===== src/rtl/segment_scan_decoder.sv =====
// Rebuilds a packed BCD value from a multiplexed seven-segment bus.
// A value is published once STABLE_SCANS identical, fully decodable frames have been seen.
module segment_scan_decoder #(
  parameter int unsigned DIGITS       = 2,
  parameter int unsigned STABLE_SCANS = 2
) (
  input  logic                  clk,
  input  logic                  reset,
  input  logic [6:0]            seg_in,
  input  logic [DIGITS-1:0]     digit_sel,
  input  logic                  seg_valid,
  output logic [4*DIGITS-1:0]   bcd_out,
  output logic                  bcd_valid,
  output logic                  seg_err,
  output logic                  frame_bad
);

  localparam int unsigned CW = $clog2(STABLE_SCANS + 1);

  typedef enum logic {S_COLLECT, S_EVAL} state_t;

  state_t              r_state;
  logic [4*DIGITS-1:0] r_cap;
  logic [DIGITS-1:0]   r_cap_inv;
  logic [DIGITS-1:0]   r_seen;
  logic [4*DIGITS-1:0] r_frame;
  logic [DIGITS-1:0]   r_frame_inv;
  logic [4*DIGITS-1:0] r_prev;
  logic                r_prev_ok;
  logic [CW-1:0]       r_cnt;
  logic                r_pub;

  logic [4:0]          w_dec;
  logic                w_onehot;
  logic                w_accept;
  logic [4*DIGITS-1:0] w_cap_nxt;
  logic [DIGITS-1:0]   w_inv_nxt;
  logic [DIGITS-1:0]   w_seen_nxt;
  logic                w_frame_done;
  logic                w_frame_ok;
  logic [CW-1:0]       w_cnt_nxt;

  // {valid, nibble}; only exact patterns decode
  function automatic logic [4:0] f_decode(input logic [6:0] seg);
    case (seg)
      7'b0111111: f_decode = {1'b1, 4'd0};
      7'b0000110: f_decode = {1'b1, 4'd1};
      7'b1011011: f_decode = {1'b1, 4'd2};
      7'b1001111: f_decode = {1'b1, 4'd3};
      7'b1100110: f_decode = {1'b1, 4'd4};
      7'b1101101: f_decode = {1'b1, 4'd5};
      7'b1111101: f_decode = {1'b1, 4'd6};
      7'b0000111: f_decode = {1'b1, 4'd7};
      7'b1111111: f_decode = {1'b1, 4'd8};
      7'b1100111: f_decode = {1'b1, 4'd9};
      default:    f_decode = {1'b0, 4'd0};
    endcase
  endfunction

  always_comb begin
    w_dec      = f_decode(seg_in);
    w_onehot   = $onehot(digit_sel);
    w_accept   = seg_valid && w_onehot;
    w_cap_nxt  = r_cap;
    w_inv_nxt  = r_cap_inv;
    w_seen_nxt = r_seen;
    for (int unsigned i = 0; i < DIGITS; i++) begin
      if (w_accept && digit_sel[i]) begin
        w_cap_nxt[4*i +: 4] = w_dec[3:0];
        w_inv_nxt[i]        = ~w_dec[4];
        w_seen_nxt[i]       = 1'b1;
      end
    end
    w_frame_done = (r_state == S_COLLECT) && w_accept && (&w_seen_nxt);
    w_frame_ok   = ~|r_frame_inv;
    if (r_prev_ok && (r_frame == r_prev))
      w_cnt_nxt = (r_cnt == CW'(STABLE_SCANS)) ? r_cnt : r_cnt + CW'(1);
    else
      w_cnt_nxt = CW'(1);
  end

  always_ff @(posedge clk or posedge reset) begin
    if (reset) begin
      r_state     <= S_COLLECT;
      r_cap       <= '0;
      r_cap_inv   <= '0;
      r_seen      <= '0;
      r_frame     <= '0;
      r_frame_inv <= '0;
      r_prev      <= '0;
      r_prev_ok   <= 1'b0;
      r_cnt       <= '0;
      r_pub       <= 1'b0;
      bcd_out     <= '0;
      bcd_valid   <= 1'b0;
      seg_err     <= 1'b0;
      frame_bad   <= 1'b0;
    end else begin
      seg_err   <= seg_valid && (!w_onehot || !w_dec[4]);
      bcd_valid <= 1'b0;
      frame_bad <= 1'b0;
      r_cap     <= w_cap_nxt;
      r_cap_inv <= w_inv_nxt;
      case (r_state)
        S_COLLECT: begin
          if (w_frame_done) begin
            r_frame     <= w_cap_nxt;
            r_frame_inv <= w_inv_nxt;
            r_seen      <= '0;
            r_state     <= S_EVAL;
          end else begin
            r_seen <= w_seen_nxt;
          end
        end
        S_EVAL: begin
          // capture keeps running into the next frame while the last one is judged
          r_seen  <= w_seen_nxt;
          r_state <= S_COLLECT;
          if (!w_frame_ok) begin
            frame_bad <= 1'b1;
            r_cnt     <= '0;
          end else begin
            r_cnt     <= w_cnt_nxt;
            r_prev    <= r_frame;
            r_prev_ok <= 1'b1;
            if ((w_cnt_nxt == CW'(STABLE_SCANS)) && (!r_pub || (r_frame != bcd_out))) begin
              bcd_out   <= r_frame;
              bcd_valid <= 1'b1;
              r_pub     <= 1'b1;
            end
          end
        end
        default: r_state <= S_COLLECT;
      endcase
    end
  end

endmodule


===== config.mk =====
export PLATFORM = sky130hd
export DESIGN_NAME = segment_scan_decoder
export DESIGN_NICKNAME = d
export VERILOG_FILES = /design/src/rtl/segment_scan_decoder.sv
export SDC_FILE = /design/constraint.sdc
export NUM_CORES = 1
export LEC_CHECK = 0
export CAP_MARGIN = 20
export CORE_UTILIZATION = 25
export CTS_CLUSTER_DIAMETER = 150
export DETAILED_ROUTE_END_ITERATION = 12
export SYNTH_ARGS = -nofsm -noshare
export SYNTH_HDL_FRONTEND = slang
export SYNTH_SLANG_ARGS = --single-unit

===== constraint.sdc =====
create_clock -name clk -period 2.37 [get_ports clk]
set_input_delay 0.5925 -clock clk [delete_from_list [all_inputs] [get_ports clk]]
set_output_delay 0.5925 -clock clk [all_outputs]
set_load 0.1 [all_outputs]

* Word-level counts from Yosys, hierarchy flattened
Cells that the tools add are included.
Cells by class: shift-type cells 0, magnitude comparators 0, multiplexer cells 19, bitwise logic cells 3, add/sub/neg operators 2, divide/modulo/power cells 0, reductions and logical operators 18, equal/unequal tests 15, multipliers 0
Operators by type and width (number):
- $pmux W5 S10 | 1
- $eq A7 B7 Y1 const B | 7
- $eq A7 B3 Y1 const B | 2
- $mux W1 | 10
- $eq A8 B8 Y1 | 1
- $logic_and A1 B1 Y1 | 8
- $mux W2 | 4
- $mux W4 | 2
- $ne A8 B8 Y1 | 1
- $eq A7 B6 Y1 const B | 1
- $reduce_and A2 Y1 | 3
- $eq A2 B2 Y1 const B | 2
- $pmux W2 S2 | 1
- $logic_not A1 Y1 | 3
- $not A1 Y1 | 3
- $reduce_and A3 Y1 | 1
- $add A1 B1 Y2 | 1
- $add A2 B1 Y2 const B | 1
- $eq A2 B1 Y1 const B | 1
- $logic_or A1 B1 Y1 | 2
- $pmux W1 S2 | 1
- $reduce_or A2 Y1 | 1
Storage, ports and cells: RAM bits 0, register bits 46, output and inout port bits 11, memories kept 0, bits in read-only memories 0, bits of input ports 12, latch bits 0

* Longest topological paths before layout
depth in word-level cells 9, depth in mapped cells 6, depth with buffers taken out 5

* Least setup slack after synthesis
No wires, ideal clock.
path type reg-to-reg, from register bcd_out[4], to register bcd_out[4], data arrival time 2.082 ns, clock period less this slack 2.208 ns, cell stages (with the launch flop) 6, setup time 0.126 ns, slack 0.162 ns, path buffers 0, path through dfrtp_1 xnor2_1 and2_1 and3_1 nor4_4 mux2_2
Between the ends: cells in the longest elaborated chain, start to end 4
RTL lines:
- from (decl) | RTL line 12 | output logic [4*DIGITS-1:0] bcd_out,
- from (signal assigned) | RTL line 127 | bcd_out <= r_frame;
- $ne A8 B8 Y1 | RTL line 126 | if ((w_cnt_nxt == CW'(STABLE_SCANS)) && (!r_pub || (r_frame != bcd_out))) begin
- $logic_or A1 B1 Y1 | RTL line 126
- $logic_and A1 B1 Y1 | RTL line 126
- $reduce_and A3 Y1 (no source line)
Every way passes these cells. A chain may end at the register's enable or synchronous reset.

* Worst setup path after layout
from register r_frame[5], to register bcd_out[0]
Between the ends: cells in the longest elaborated chain, start to end 6
RTL lines:
- from (decl) | RTL line 26 | logic [4*DIGITS-1:0] r_frame;
- from (signal assigned) | RTL line 107 | r_frame <= w_cap_nxt;
- $eq A8 B8 Y1 | RTL line 76 | if (r_prev_ok && (r_frame == r_prev))
- $logic_and A1 B1 Y1 | RTL line 76
- $mux W2 | RTL line 76
- $eq A2 B2 Y1 | RTL line 126
- $logic_and A1 B1 Y1 * | RTL line 126
- $reduce_and A3 Y1 (no source line) *
Every way passes the cells marked *; elsewhere a longest branch is shown, timed or not.

==> results.yml <==
floorplanning:
  start_util: 0.260
  dieArea_mm2: 0.00897
  ios: 23
  rows: 33
  die_x_um: 94.7
  die_h_um: 94.7
  placeableCoreArea_mm2: 0.00826
global_route:
  grt_max_degree: 19
  grt_remaining_overflow: 0
  grt_pass1_wl_um: 7150
  grt.total_usage: 0.103
  first_global_vias: 1522
  antenna_found_initial: 0
hold_path:
  hp-class: "flop to flop"
  whs_path_depth: 1
  hold_start: "r_pub$_DFFE_PP0P_"
  hold_end: "r_pub$_DFFE_PP0P_"
yosys:
  yosysTopAreaCell: "dfrtp_1"
  syn_nets: 204
  synth_ff_type: "dfrtp_1"
  synth_top_family_by_area: "simple AND/OR/NAND/NOR gates"
  synthXorXnorAreaFrac: 0.0815
  synth_top_area_share: 0.536
  yosysSeqAreaShare: 0.536
  syn_avg_cell_area_um2: 11.2
  synth_compound_area_frac: 0.0839
  muxShareOfSynthArea: 0.115
  yosysMostFrequentCell: "dfrtp_1"
  syn_area_mm2: 0.00215
  synthAdderAreaFrac: 0.00582
  synthArstFlopShare: 1.00
  synthTopCellsByCount: "dfrtp_1 (46), mux2_2 (22), nand2_1 (18)"
  yosysWarningCount: 0
  netlist-cell-type-count: 35
  ys_ff_latch: 46
  synthTopCellsByArea: "dfrtp_1 (54%), mux2_2 (12%), xor2_1 (6.5%)"
  syn_inst: 191
  synthSimpleGateAreaFrac: 0.151
  synth_edf_count: 0
timing:
  slew_viol_final: 0
  rsz0062_at_grt: "false"
  finalClockSkew_ns: 0.00311
  setup_violations: 0
  period_share: 0.912
  max_freq_mhz: 462
  maxSlewHeadroom: 0.529
  min_period_ns: 2.16
  worstMarginPinSlew_ns: 0.702
  hold_violations: 0
  fin_ws_ns: 0.208
cells_and_area:
  fin_nets: 244
  diodes: 0
  nFillCells: 840
  drive_gt1_frac: 0.270
  seq_area_mm2: 0.00115
  multi_input_area_um2: 941
  stdcell_area_mm2: 0.00268
  syn2layout_area_growth_pct: 24.8
clocking:
  cts.sinks: 46
  cts_setup_buffers: 0
  clk_path_buf_depth: 2
  cts_tree: "built"
  clk_latency_ns: 0.29
  cts_buffers: 5
  ctsHtreeMaxLevel: 2
  clock-root-buffer: "clkbuf_8"
  path_clk_slew_ns: 0.07
  ctsResizeCount: 0
  cts_hold_buf: 0
detailed_routing:
  wl_met2_um: 2130
  drt_iter0_drc: 57
  drc: 0
  top_layer_used: "met4"
  wl_met1_um: 1830
  met3_length_um: 108
  final_antenna_net_count: 0
  vias: 1486
  wire_per_inst_um: 12.3
  wl_um: 4130
  first_pass_iters: 4
  viasPerCell: 4.44
setup_path:
  rrSetupSlack_ns: 0.21
  r2r_start: "r_frame[5]$_DFFE_PP0P_"
  crit_required_ns: 2.55
  critical_path.max_fanout: 7
  r2r-end: "bcd_out[0]$_DFFE_PP0P_"
  worstSetupPathType: "flop to flop"
  cp.arrival_ns: 2.34
  cp-start-kind: "flop"
  cp-end-kind: "flop"
  worstRegToRegCells: 6
place:
  dpl.hpwl_um: 3190
  portBuffers: 22
  routabilityCongestion: 0.789
  dpl-instance-area_mm2: 0.00260
  pre_cts_ws_ns: -0.0367
power:
  power.density_mw_per_mm2: 662
  vdd_drop_max_v: 0.000222
  p_leak_nw: 1.29
job:
  drv_cap: 0
outcome:
  status: "finished, final reports clean"
## routing by layer
metal | track usage | vias up
met5 | 0 | -
met4 | 0.0341 | 0
met3 | 0.0290 | 5
met2 | 0.179 | 11
met1 | 0.122 | 727
li1 | - | 743
## where the power goes
part	internal, mW	switching, mW	leakage (nW)	total (mW)
sequential	0.878	0.0615	0.618	0.939
clock	0.225	0.232	0.0431	0.457
combinational	0.166	0.211	0.630	0.377
## through the flow
step	power, mW	instances	util	TNS [ns]	hold slack, ns
3_5_place_dp	1.34	329	0.315	-0.0992	0.449
6_report	1.77	335	0.325	0	0.468
3_3_place_gp	1.32	329	0.315	0	0.444
2_1_floorplan	1.21	191	-	0	0.430
4_1_cts	1.80	335	0.325	0	0.468
5_1_grt	1.88	335	0.325	0	0.476
## worst max-delay path, stage by stage (launching register included)
cell     delay [ns]
dfrtp_1        0.45
xor2_1         0.19
nor4_1         0.33
nand4_1        0.28
nor4_4         0.26
buf_4          0.21
mux2_2         0.35
## layout by cell type (no fill, tap or decap), types with 2 or more instances in the layout
cell type	n
nor2b_1	2
nor4_1	3
mux2_2	22
nand3_1	3
xor2_1	16
inv_1	6
and3_1	3
o221ai_1	2
dfrtp_1	46
buf_4	29
or2_2	2
nor2_1	2
a31oi_1	2
nand2_1	18
nand3b_1	6
nand4_1	3
a21oi_1	8
o21ai_0	12
clkdlybuf4s50_1	11
nor3_1	6
clkbuf_8	6
xnor2_1	4
and2_1	2
or3_1	2
## layout make-up
type	instances	area share
Clock buffer	6	0.0308
Inverter	7	0.00980
Multi-Input combinational cell	130	0.351
Sequential cell	46	0.430
Tap cell	105	0.0490
Timing Repair Buffer	41	0.130
## cells by family (layout without fill, tap and decap cells)
kind of cell,Yosys count,in the layout
muxes,22,22
AOI/OAI and AO/OA,30,30
xor gates and xnor gates,20,20
DFF,46,46
adders and majority gates,1,1
buffers and inverters,15,54
and+or+nand+nor,57,57
## worst max path at each step
stage	from	endpoint
floorplan	bcd_out[4]$_DFFE_PP0P_	bcd_out[4]$_DFFE_PP0P_
global placement	digit_sel[0]	r_frame[6]$_DFFE_PP0P_
detailed placement	digit_sel[0]	r_frame_inv[0]$_DFFE_PP0P_
CTS	r_frame[5]$_DFFE_PP0P_	bcd_out[0]$_DFFE_PP0P_
global route	r_frame[5]$_DFFE_PP0P_	bcd_out[7]$_DFFE_PP0P_
finish	r_frame[5]$_DFFE_PP0P_	bcd_out[0]$_DFFE_PP0P_
## flip-flops by register name (all words and copies together), names as in the netlist, 2 cells and up
name	cells
bcd_out	8
r_cap	8
r_cap_inv	2
r_cnt	2
r_frame	8
r_frame_inv	2
r_prev	8
r_seen	2
No activity file was read; power rests on OpenSTA's default activity.
